[config.mk]
export PLATFORM = sky130hd
export DESIGN_NAME = cordic_nco_drv
export DESIGN_NICKNAME = d
export VERILOG_FILES = /design/src/rtl/cordic_nco_drv.sv
export SDC_FILE = /design/constraint.sdc
export NUM_CORES = 1
export LEC_CHECK = 0
export ABC_AREA = 1
export BUFFER_PORTS_ARGS = -buffer_cell sky130_fd_sc_hd__buf_4
export CAP_MARGIN = 5
export CORE_UTILIZATION = 28
export CTS_CLUSTER_SIZE = 12
export DETAILED_ROUTE_END_ITERATION = 10
export GPL_TIMING_DRIVEN = 0
export RECOVER_POWER = 50
export SETUP_SLACK_MARGIN = 0.02
export SLEW_MARGIN = 20
export SYNTH_ARGS = -nofsm -noshare
export SYNTH_HDL_FRONTEND = slang
export SYNTH_SLANG_ARGS = --single-unit
[constraint.sdc]
create_clock -name clk -period 12.7 [get_ports clk]
set_input_delay 1.27 -clock clk [delete_from_list [all_inputs] [get_ports clk]]
set_output_delay 1.27 -clock clk [all_outputs]
set_load 0.1 [all_outputs]
[src/rtl/cordic_nco_drv.sv]
// NCO front end for cordic_top: emits a registered stream of rotation-mode
// requests whose z word is a phase ramp, with fixed or continuous burst length.
`timescale 1ns/1ps

module cordic_nco_drv #(
  parameter int IN_WIDTH    = 16,
  parameter int PHASE_WIDTH = 32,
  parameter int LEN_WIDTH   = 16
) (
  input  logic                   clk,
  input  logic                   rst_n,
  input  logic                   start,
  input  logic                   stop,
  input  logic [LEN_WIDTH-1:0]   len_in,
  input  logic [IN_WIDTH-1:0]    amp_in,
  input  logic [IN_WIDTH-1:0]    phase_off_in,
  input  logic [PHASE_WIDTH-1:0] freq_in,
  input  logic                   freq_ld,
  output logic                   busy,
  output logic                   done,
  output logic                   en_out,
  output logic [1:0]             mode_out,
  output logic [IN_WIDTH-1:0]    x_out,
  output logic [IN_WIDTH-1:0]    y_out,
  output logic [IN_WIDTH-1:0]    z_out
);

  typedef enum logic {IDLE, RUN} state_e;

  localparam logic [1:0] MODE_ROTATE = 2'd2;

  state_e                 state_q;
  logic [PHASE_WIDTH-1:0] acc_q;
  logic [PHASE_WIDTH-1:0] freq_act_q;
  logic [LEN_WIDTH-1:0]   cnt_q;
  logic [LEN_WIDTH-1:0]   len_q;
  logic [IN_WIDTH-1:0]    amp_q;
  logic [IN_WIDTH-1:0]    off_q;

  logic [IN_WIDTH-1:0]    z_d;
  logic                   end_d;

  // Phase word is the top of the accumulator plus the latched offset, wrapping.
  assign z_d   = acc_q[PHASE_WIDTH-1 -: IN_WIDTH] + off_q;
  assign end_d = stop || ((len_q != '0) && (cnt_q == len_q));

  // NOTE: every register here is sequential state, so only non-blocking
  // assignments are used; the reset is active-high despite its name.
  always_ff @(posedge clk or posedge rst_n) begin
    if (rst_n) begin
      state_q    <= IDLE;
      acc_q      <= '0;
      freq_act_q <= '0;
      cnt_q      <= '0;
      len_q      <= '0;
      amp_q      <= '0;
      off_q      <= '0;
      busy       <= 1'b0;
      done       <= 1'b0;
      en_out     <= 1'b0;
      mode_out   <= '0;
      x_out      <= '0;
      y_out      <= '0;
      z_out      <= '0;
    end else begin
      if (freq_ld) freq_act_q <= freq_in;
      done <= 1'b0;
      case (state_q)
        IDLE: begin
          if (start) begin
            state_q  <= RUN;
            acc_q    <= freq_act_q;
            cnt_q    <= LEN_WIDTH'(1);
            amp_q    <= amp_in;
            off_q    <= phase_off_in;
            len_q    <= len_in;
            busy     <= 1'b1;
            en_out   <= 1'b1;
            mode_out <= MODE_ROTATE;
            x_out    <= amp_in;
            y_out    <= '0;
            z_out    <= phase_off_in;
          end
        end
        RUN: begin
          if (end_d) begin
            state_q  <= IDLE;
            busy     <= 1'b0;
            done     <= 1'b1;
            en_out   <= 1'b0;
            mode_out <= '0;
            x_out    <= '0;
            y_out    <= '0;
            z_out    <= '0;
          end else begin
            acc_q    <= acc_q + freq_act_q;
            // Saturate so a continuous burst never wraps into a false length match.
            if (cnt_q != '1) cnt_q <= cnt_q + LEN_WIDTH'(1);
            en_out   <= 1'b1;
            mode_out <= MODE_ROTATE;
            x_out    <= amp_q;
            y_out    <= '0;
            z_out    <= z_d;
          end
        end
        default: state_q <= IDLE;
      endcase
    end
  end

endmodule

== Word level (Yosys, flattened, before mapping) ==
Index checks and enable logic that the tools add are counted.
Operators by class
  add/sub/neg operators: 3
  bitwise gates (word level): 1
  equality and inequality tests: 6
  reduce and logical (&&, ||, !) cells: 7
  mux-type cells: 27
Operators with widths (number)
  two-way mux 16 bit: 8
  one-hot mux 16 bit (2 select lines): 4
  two-way mux 32 bit: 2
  one-hot mux 32 bit (2 select lines): 1
  adder 32 bit: 1
  adder 16 x 1 -> 16 bit, second input constant: 1
  adder 16 bit: 1
  equality test 16 bit: 1
  inequality test 16 bit, second input constant: 1
  nonzero test 16 bit: 1
  two-way mux 1 bit: 6
  one-hot mux 1 bit (2 select lines): 3
  AND reduction 2 bit: 3
  two-way mux 2 bit: 2
  inequality test 2 x 1 -> 1 bit, second input constant: 2
  inequality test 2 bit, second input constant: 2
  one-hot mux 2 bit (2 select lines): 1
  AND reduction 3 bit: 1
  logical AND 1 bit: 1
  logical OR 1 bit: 1
  inverter 1 bit: 1
Word-level totals
  input bits: 85
  output and inout bits: 53
  word-level logic and storage cells: 58
  register bits: 182

== Longest topological paths before layout ==
Gate-level depths: netlist of run 1.
  depth after elaboration: 5
  depth in mapped cells: 15
  mapped depth without buffers: 14

== Worst setup path after synthesis of run 1 ==
OpenSTA, ideal clock, no wires.
  kind: flip-flop to output port
  start point: register mode_out[1]
  end point: output port mode_out[1]
  required time: 11430 ps
  setup slack: 10090 ps
  stages on the path, launching flop included: 2
  arrival time: 1340 ps
  path buffers: 1
  cell sequence: dfrtp_1 > buf_4
RTL lines
  from (decl): RTL line 22  | output logic [1:0] mode_out,
  from (signal assigned): RTL line 61  | mode_out <= '0;
  from (signal assigned): RTL line 79  | mode_out <= MODE_ROTATE;
  from (signal assigned): RTL line 91  | mode_out <= '0;
No word-level cell between the ends.

==> flow_metrics.tcl, run 1 <==
set metrics [dict create \
    status "complete, but fails checks" \
    failed_checks "capacitance limit, slew limit" \
    hold_viol_final 0 \
    yosysWarnings 0 \
    synthToLayoutAreaGrowth_pct 20.6 \
    crit_arrival_ns 5.45 \
    clock_sinks 164 \
    clk_pin_slew_ns 0.08 \
    clock-root-buffer "clkbuf_16" \
    worstPathRequired_ns 11.89 \
    yosysSeqAreaShare_pct 38.3 \
    p_per_area_mw_per_mm2 195 \
    cellLeakagePower_nw 6.96 \
    grt-ovfl-total 0 \
    syn_area_mm2 0.0107 \
    tightest_slew_ns 5.60 \
    h-tree-depth 4 \
    antenna_found_initial 0 \
    clkLatencyLatePin_ns 0.44 \
    gp_congestion 0.926 \
    cts_made_buffers 17 \
    die_h_um 198 \
    die_x_um 198 \
    core_mm2 0.0377 \
    setup_viol 0 \
    vias 10300 \
    rows 71 \
    fin_cells 2268 \
    dieArea_mm2 0.0390 \
    slew_violations 100 \
    holdBufCountCts 0 \
    layout-drive-gt1-share_pct 11.0 \
    start_util_pct 28.4 \
    post_cts_buffers 0 \
    wl_um 32300 \
    setup_tns_ns 0 \
    diodes 0 \
    finalNetCount 1878 \
    cts_tree "yes" \
    synth_edf_count 0 \
    critPathMaxFanout 99 \
    synth_area_leaders "dfrtp_1 38%, nand2_1 22%, inv_1 6.3%" \
    post_cts_resized 0 \
    track_usage_pct 17.1 \
    port_buffers 119 \
    end_kind "asynchronous set/reset pin" \
    period_share_pct 49.3 \
    synth_cell_type_count 37 \
    fin_crit_ns 6.26 \
    ant_nets 0 \
    slew_headroom_pct -273 \
    async_reset_ff_share_pct 100 \
    peakVddDrop_mv 0.0981 \
    worstSetupPathType "in -> async" \
    synth_top_area_share_pct 38.3 \
    synthCells 1588 \
    wire_per_inst_um 14.3 \
    start_kind "input port" \
    max_cap_viol_count 1 \
    drtPass1Iterations 6 \
    io_pins 138 \
    drc 0 \
    cts.path.max_buffers 2 \
    synth_seq_cells 164 \
    fin_skew_ns 0.0156 \
    yosysTopAreaCell "dfrtp_1" \
    hp-class "reg -> reg" \
    dpl.hpwl_um 25400 \
    grt_pass1_vias 9984 \
    avgSynthCellArea_um2 6.74 \
    vias_per_cell 4.54 \
    synth-main-ff-cell "dfrtp_1" \
    grt_max_degree 100 \
    grt_pass1_wl_um 52700 \
    drt_iter0_drc 682 \
    max_freq_ghz 0.160 \
    placed_cells 2236 \
    rsz0062_at_grt "no" \
]
flip-flops by register name, indices dropped and copies added, names as in the netlist, 16 cells and up:
register,count
z_out,16
amp_q,16
x_out,16
acc_q,32
freq_act_q,32
cnt_q,16
len_q,16
off_q,16
synthesized netlist by cell type (all sizes together), types with 3 or more instances:
cell type and instances:
a21oi 69, and2 3, buf 31, clkbuf 36, dfrtp 164, ha 47, inv 184, mux2 3
nand2 634, nand3 85, nand3b 7, nand4 9, nor2 134, nor3 14, o21ai 113, o21bai 3
xnor2 7, xor2 32
cell families (layout without fill, tap and decap cells):
logic type               count (synthesis)  in the layout  synth area share, %
AO/OA/AOI/OAI                          189            189                 9.00
flip-flops                             164            164                 38.3
XOR/XNOR                                39             39                 3.19
multiplexers                             3              3                0.315
adder cells (fa/ha/maj)                 49             49                 5.87
buffers and inverters                  252            405                 9.91
other                                    1             17               0.0350
AND/OR/NAND/NOR                        891            891                 33.4
critical path: stages:
cell and delay, ns:
clkbuf_1 0.15, inv_8 0.06, clkbuf_1 3.89
metal layers:
layer,routed length (um),GRT usage (%),vias up
met4,655,4.97,0
li1,-,-,5235
met3,991,1.74,39
met5,0,0,-
met1,15600,23.6,4818
met2,15000,28.1,202
worst paths after layout:
path / from / to / slack, ns / cells after the start
min in group asynchronous: rst_n / acc_q[5] / 3.15 / 3
max: rst_n / off_q[5] / 6.44 / 3
min: amp_q[12] / amp_q[12] / 0.48 / 2
max reg2reg: acc_q[0] / acc_q[28] / 10.28 / 14
max in group clk: start / off_q[15] / 10.20 / 7
min reg2reg: amp_q[12] / amp_q[12] / 0.48 / 2
cell usage in the layout, fill, tap and decap left out, types with 4 or more instances in the layout:
cell	netlist	routed
nand4_1	8	8
xor2_1	32	32
clkbuf_1	35	37
nor3_1	13	13
o21ai_0	113	113
conb_1	1	17
dfrtp_1	164	164
clkbuf_16	0	17
nand2_1	631	631
buf_6	4	4
xnor2_1	7	7
nand3_1	84	85
a21oi_1	69	69
buf_4	20	138
nand3b_1	7	7
inv_1	180	180
buf_2	5	5
inv_8	0	6
ha_1	47	47
clkinv_4	0	5
nor2_1	133	134
layout make-up:
cell class / count / area (um^2)
buffer: 67 / 364
sequential: 164 / 4100
tap: 511 / 639
fill: 4133 / 24700
clock inverter: 14 / 158
clock buffer: 18 / 439
timing repair buffer: 121 / 921
multi-input combinational: 1188 / 5590
inverter: 185 / 704
per-stage QoR:
step / hold slack [ns] / power [W] / util, % / worst slack [ns] / cell area (um^2)
after global routing: 0.490 / 0.00271 / 34.3 / 5.13 / 12900
after CTS: 0.477 / 0.00253 / 34.4 / 10.22 / 13000
after detailed placement: 0.459 / 0.00199 / 32.8 / 9.75 / 12400
after global placement: 0.453 / 0.00198 / 32.7 / 4.70 / 12300
final: 0.476 / 0.00252 / 34.3 / 6.44 / 12900
after floorplan: 0.442 / 0.00167 / - / 7.00 / 10800
power by group:
part | internal [W] | switching (W)
combinational | 0.000385 | 0.000870
clock | 0.000270 | 0.000259
sequential | 0.000637 | 0.0000966
(Power assumes the default switching activity.)
==> run 2, diff against run 1 <==
--- a/config.mk
+++ b/config.mk
@@ -5,7 +5,7 @@
 export SDC_FILE = /design/constraint.sdc
 export NUM_CORES = 1
 export LEC_CHECK = 0
-export ABC_AREA = 1
+export ABC_AREA = 0
 export BUFFER_PORTS_ARGS = -buffer_cell sky130_fd_sc_hd__buf_4
 export CAP_MARGIN = 5
 export CORE_UTILIZATION = 28
==> constraint.sdc (replaced) <==
create_clock -name clk -period 5.7 [get_ports clk]
set_input_delay 0.57 -clock clk [delete_from_list [all_inputs] [get_ports clk]]
set_output_delay 0.57 -clock clk [all_outputs]
set_load 0.1 [all_outputs]
==> flow_metrics.tcl, run 2 <==
set metrics [dict create \
    status "complete, but fails checks" \
    failed_checks "capacitance limit, slew limit" \
    wl_um 26500 \
    yosysWarnings 0 \
    reg2reg_slack_ns 2.49 \
    clock_sinks 164 \
    cellLeakagePower_nw 5.51 \
    gp_congestion 0.863 \
    synthMostInstantiatedCell "nand2_1" \
    start_kind "register" \
    slew_headroom_pct -117 \
    drc 0 \
    die_h_um 187 \
    cts_tree "yes" \
    synthCells 1009 \
    grt_pass1_wl_um 42100 \
    rows 67 \
    antenna_found_initial 1 \
    tightest_slew_ns 3.24 \
    peakVddDrop_mv 0.265 \
    post_cts_buffers 0 \
    vias 7911 \
    clkLatencyLatePin_ns 0.44 \
    io_pins 138 \
    layout-drive-gt1-share_pct 20.1 \
    drtPass1Iterations 7 \
    fin_crit_ns 3.21 \
    p_per_area_mw_per_mm2 503 \
    finalNetCount 1298 \
    final_cell_mix "210 x nand2_1, 164 x dfrtp_1, 137 x buf_4" \
    synth_top_area_share_pct 43.0 \
    crit_end "acc_q[8]" \
    worstPathRequired_ns 6.06 \
    clk_pin_slew_ns 0.07 \
    clock-root-buffer "clkbuf_16" \
    ant_nets 0 \
    end_kind "register" \
    start_util_pct 28.4 \
    setup_viol 0 \
    synth_area_leaders "dfrtp_1 43%, nand2_1 8.3%, ha_1 6.2%" \
    power_frac_clock_pct 20.9 \
    synth_cell_type_count 69 \
    switching_power_w 0.00262 \
    rr_endpoint "acc_q[8]" \
    internal-power_w 0.00327 \
    fin_cells 1626 \
    synthToLayoutAreaGrowth_pct 22.7 \
    cts_made_buffers 17 \
    layout_commonest_cell "nand2_1" \
    crit_start "cnt_q[1]" \
    dpl.hpwl_um 20300 \
    grt-ovfl-total 0 \
    p_comb_share_pct 50.2 \
    crit_arrival_ns 3.57 \
    hold_viol_final 0 \
    wire_per_inst_um 16.3 \
    worstSetupPathType "reg -> reg" \
    placed_cells 1593 \
    hp-class "in -> reg" \
    port_buffers 119 \
    p_seq_share_pct 28.9 \
    async_reset_ff_share_pct 100 \
    rsz0062_at_grt "no" \
    die_x_um 187 \
    vias_per_cell 4.87 \
    track_usage_pct 15.4 \
    max_cap_viol_count 1 \
    grt_pass1_vias 7413 \
    core_mm2 0.0335 \
    slew_violations 71 \
    avgSynthCellArea_um2 9.45 \
    max_freq_ghz 0.312 \
    grt_max_degree 95 \
    fin_skew_ns 0.0124 \
    synth-main-ff-cell "dfrtp_1" \
    r2r-start "cnt_q[1]" \
    syn_area_mm2 0.00954 \
    synthTopCellsByCount "210 x nand2_1, 164 x dfrtp_1, 54 x a21oi_1" \
    period_share_pct 56.2 \
    yosysTopAreaCell "dfrtp_1" \
    fin_hold_ws_ns 0.324 \
    ff2ff_path_depth 9 \
    swShare_pct 44.5 \
    synth_edf_count 0 \
    fillers 3516 \
    h-tree-depth 4 \
    reg_top3 "acc_q (32), freq_act_q (32)" \
    synth_seq_cells 164 \
    drt_iter0_drc 501 \
    cts.path.max_buffers 2 \
    post_cts_resized 0 \
    holdBufCountCts 0 \
    dieArea_mm2 0.0348 \
    yosysSeqAreaShare_pct 43.0 \
    critPathMaxFanout 10 \
]
-- run 2: metal layers --
| layer | GRT usage, % | part of all wire [%] | vias to the layer above |
|---|---|---|---|
| li1 | - | - | 3842 |
| met1 | 21.2 | 47 | 3832 |
| met2 | 23.9 | 45 | 202 |
| met3 | 3.42 | 5.6 | 35 |
| met4 | 4.67 | 2.1 | 0 |
| met5 | 0 | 0 | - |
-- run 2: critical path, stage by stage (launching register included) --
cell and delay [ns]:
dfrtp_1 0.44, xor2_1 0.16, nor4_1 0.42, nand3_1 0.20, o21bai_2 0.30, nor2_1 0.25, nor2_2 0.36, clkinv_1 0.42
clkbuf_1 0.36, a21oi_1 0.21
-- run 2: cells by family (layout without fill, tap and decap cells) --
family,after synthesis,in the layout,share of synthesized area (%)
flops,164,164,43.0
xor+xnor,64,64,5.88
fa+ha+maj,49,49,6.59
compound gates,226,226,15.2
other cells,1,18,0.0393
mux,84,84,9.30
simple gates,341,341,15.4
buf+inv,80,232,4.57
-- run 2: cell type report --
type | count | area (um^2) | share of cell area [%]
diodes | 1 | 2.50 | 0.0214
plain buffers | 64 | 375 | 3.21
clock buffers | 19 | 453 | 3.87
clock inverters | 13 | 170 | 1.45
inverters | 16 | 61.3 | 0.524
multi-input cells | 781 | 5060 | 43.2
flip-flops and latches | 164 | 4100 | 35.1
well taps | 448 | 561 | 4.79
repair buffers | 120 | 921 | 7.87
-- run 2: worst min path at each step --
stage,from,to,slack (ns),cells after the start
CTS,rst_n,z_out[9],0.20,2
floorplan,amp_q[10],amp_q[10],0.45,2
global placement,amp_q[10],amp_q[10],0.46,2
global route,len_in[8],len_q[8],0.31,3
finish,len_in[8],len_q[8],0.32,3
detailed placement,amp_q[3],amp_q[3],0.46,2
-- run 2: power groups by stage --
stage	Sequential [W]	Clock, W	Combinational [W]
6_report	0.00170	0.00123	0.00296
5_1_grt	0.00174	0.00131	0.00323
4_1_cts	0.00170	0.00126	0.00295
3_5_place_dp	0.00172	0	0.00294
3_3_place_gp	0.00172	0	0.00290
2_1_floorplan	0.00217	0	0.00182
-- run 2: through the flow --
step | TNS, ns | area, um^2 | util [%] | setup slack, ns | total power (W)
final | 0 | 11700 | 34.9 | 2.49 | 0.00589
after global placement | -235.68 | 11100 | 33.0 | -1.46 | 0.00461
after floorplan | 0 | 9600 | - | 0.697 | 0.00398
after CTS | 0 | 11700 | 34.9 | 2.53 | 0.00591
after detailed placement | 0 | 11100 | 33.1 | 2.55 | 0.00466
after global routing | 0 | 11700 | 34.9 | 2.18 | 0.00627
==> run 3, diff against run 2 <==
--- a/config.mk
+++ b/config.mk
@@ -5,7 +5,7 @@
 export SDC_FILE = /design/constraint.sdc
 export NUM_CORES = 1
 export LEC_CHECK = 0
-export ABC_AREA = 0
+export ABC_AREA = 1
 export BUFFER_PORTS_ARGS = -buffer_cell sky130_fd_sc_hd__buf_4
 export CAP_MARGIN = 5
 export CORE_UTILIZATION = 28
==> constraint.sdc (replaced) <==
create_clock -name clk -period 3.1 [get_ports clk]
set_input_delay 0.31 -clock clk [delete_from_list [all_inputs] [get_ports clk]]
set_output_delay 0.31 -clock clk [all_outputs]
set_load 0.1 [all_outputs]
==> flow_metrics.tcl, run 3 (same netlist as run 1, synthesis figures left out) <==
set metrics [dict create \
    status "completed" \
    hold_viol_final 0 \
    reg_top3 "acc_q (32), freq_act_q (32)" \
    post_cts_resized 0 \
    drc 0 \
    die_h_um 198 \
    rows 71 \
    power_frac_clock_pct 20.8 \
    critPathMaxFanout 4 \
    cts_tree "yes" \
    top_usage_layer "met2" \
    post-route-util_pct 34.0 \
    crit_path_max_incr_delay_ns 0.45 \
    dieArea_mm2 0.0390 \
    fillers 4225 \
    cts.path.max_buffers 2 \
    grt_pass1_vias 9875 \
    max_freq_ghz 0.408 \
    worstPathRequired_ns 3.43 \
    synthToLayoutAreaGrowth_pct 19.7 \
    internal-power_w 0.00516 \
    tightest_slew_ns 1.25 \
    met2_usage_pct 28.8 \
    fin_crit_ns 2.45 \
    vias_per_cell 4.49 \
    cellLeakagePower_nw 6.83 \
    drt_iter0_drc 587 \
    diodes 0 \
    final_cell_mix "631 x nand2_1, 179 x inv_1, 164 x dfrtp_1" \
    drtPass1Iterations 7 \
    use_met1_pct 23.1 \
    layout-drive-gt1-share_pct 9.37 \
    swShare_pct 49.2 \
    wire_per_inst_um 14.5 \
    met3_usage_pct 2.51 \
    fin_skew_ns 0.0151 \
    core_mm2 0.0377 \
    layout_commonest_cell "nand2_1" \
    start_kind "register" \
    rsz0062_at_grt "no" \
    p_seq_share_pct 29.6 \
    grt_max_degree 33 \
    clock-root-buffer "clkbuf_16" \
    max_cap_viol_count 0 \
    io_pins 138 \
    finalNetCount 1882 \
    critPathMostFrequentCell "nand2_1" \
    die_x_um 198 \
    critPathBufInv 0 \
    wl_um 33000 \
    p_comb_share_pct 49.6 \
    slew_violations 0 \
    clock_sinks 164 \
    dpl.hpwl_um 25800 \
    setup_viol 0 \
    port_buffers 119 \
    worstSetupPathType "reg -> reg" \
    vias 10200 \
    switching_power_w 0.00500 \
    cp_slowest_cell "fa_1" \
    end_kind "register" \
    antenna_found_initial 0 \
    track_usage_pct 17.2 \
    grt-ovfl-total 0 \
    grt_pass1_wl_um 52600 \
    period_share_pct 79.0 \
    cts_made_buffers 17 \
    gp_congestion 0.902 \
    fin_hold_ws_ns 0.0619 \
    slew_headroom_pct 15.9 \
    clkLatencyLatePin_ns 0.45 \
    crit_arrival_ns 2.78 \
    critical-path-top-delay-family "simple AND/OR/NAND/NOR gates" \
    p_per_area_mw_per_mm2 792 \
    h-tree-depth 4 \
    peakVddDrop_mv 0.428 \
    ant_nets 0 \
    hp-class "in -> reg" \
    clk_pin_slew_ns 0.08 \
    start_util_pct 28.4 \
    path_cells "ha_1 -> fa_1 -> nand3_1 -> nand3_1 -> nand2_1 -> nand2_1 -> nand2_1 -> nand2_1 -> nand2_1 -> nand2_1 -> nand2_1 -> nand3_1 -> nand2_1 -> nand2_1" \
]
==> run 3: changes by cell type in the layout (fill, tap and decap cells not counted), sizes merged, moves of 30 or more <==
cell    previous run  this run
nand3             14        85
o21ai             55       113
buf              147       117
mux2              37         3
mux2i             47         0
nand2            210       634
nor2              48       134
clkbuf            55        92
inv               19       190
==> run 3: tightest hold or removal path: stages <==
cell and delay (ns):
buf_4 0.07, nand2_1 0.04, o21ai_0 0.05
==> run 3: what timing repair did <==
| action | CTS | global route |
|---|---|---|
| hold endpoints to repair | 24 | 0 |
| setup buffers | 0 | 0 |
| hold buffers | 1 | 0 |
==> run 3: metal layers <==
layer  vias to the layer above  wire length [um]
li1                       5242                 -
met1                      4746             15900
met2                       183             15600
met3                        27               981
met4                         0               479
met5                         -                 0
==> run 3: per-stage QoR <==
step	area (um^2)	TNS, ns	setup WS, ns	std cells	total power, W
finish	12800	0	0.651	2272	0.0102
global route	12800	0	0.342	2272	0.0109
CTS	13000	0	0.649	2272	0.0103
detailed placement	12400	0	0.661	2239	0.00818
global placement	12300	-87.22	-0.557	2234	0.00813
floorplan	10800	0	0.705	1604	0.00683
==> run 3: layout make-up <==
type | count | area, um^2 | area share [%]
inverters | 185 | 698 | 5.44
clock buffers | 18 | 429 | 3.35
clock inverters | 14 | 141 | 1.10
multi-input cells | 1188 | 5600 | 43.7
repair buffers | 125 | 842 | 6.57
well taps | 511 | 639 | 4.99
flip-flops and latches | 164 | 4100 | 32.0
plain buffers | 67 | 364 | 2.84
==> run 3: final timing paths <==
kind                       slack (ns)  cells past startpoint        endpoint        start
setup reg to reg                 0.65                     14       acc_q[28]     acc_q[0]
hold / removal                   0.06                      3  freq_act_q[24]  freq_in[24]
min in group asynchronous        0.70                      3       acc_q[13]        rst_n
max in group asynchronous        0.70                      6        amp_q[4]        rst_n
hold reg to reg                  0.47                      2       amp_q[10]    amp_q[10]
setup / recovery                 0.65                     14       acc_q[28]     acc_q[0]
==> run 3: power groups by stage <==
stage          Sequential, W  Clock (W)  Combinational [W]
6_report             0.00301    0.00212            0.00504
5_1_grt              0.00307    0.00224            0.00563
4_1_cts              0.00301    0.00216            0.00516
3_5_place_dp         0.00305          0            0.00513
3_3_place_gp         0.00304          0            0.00509
2_1_floorplan        0.00373          0            0.00309
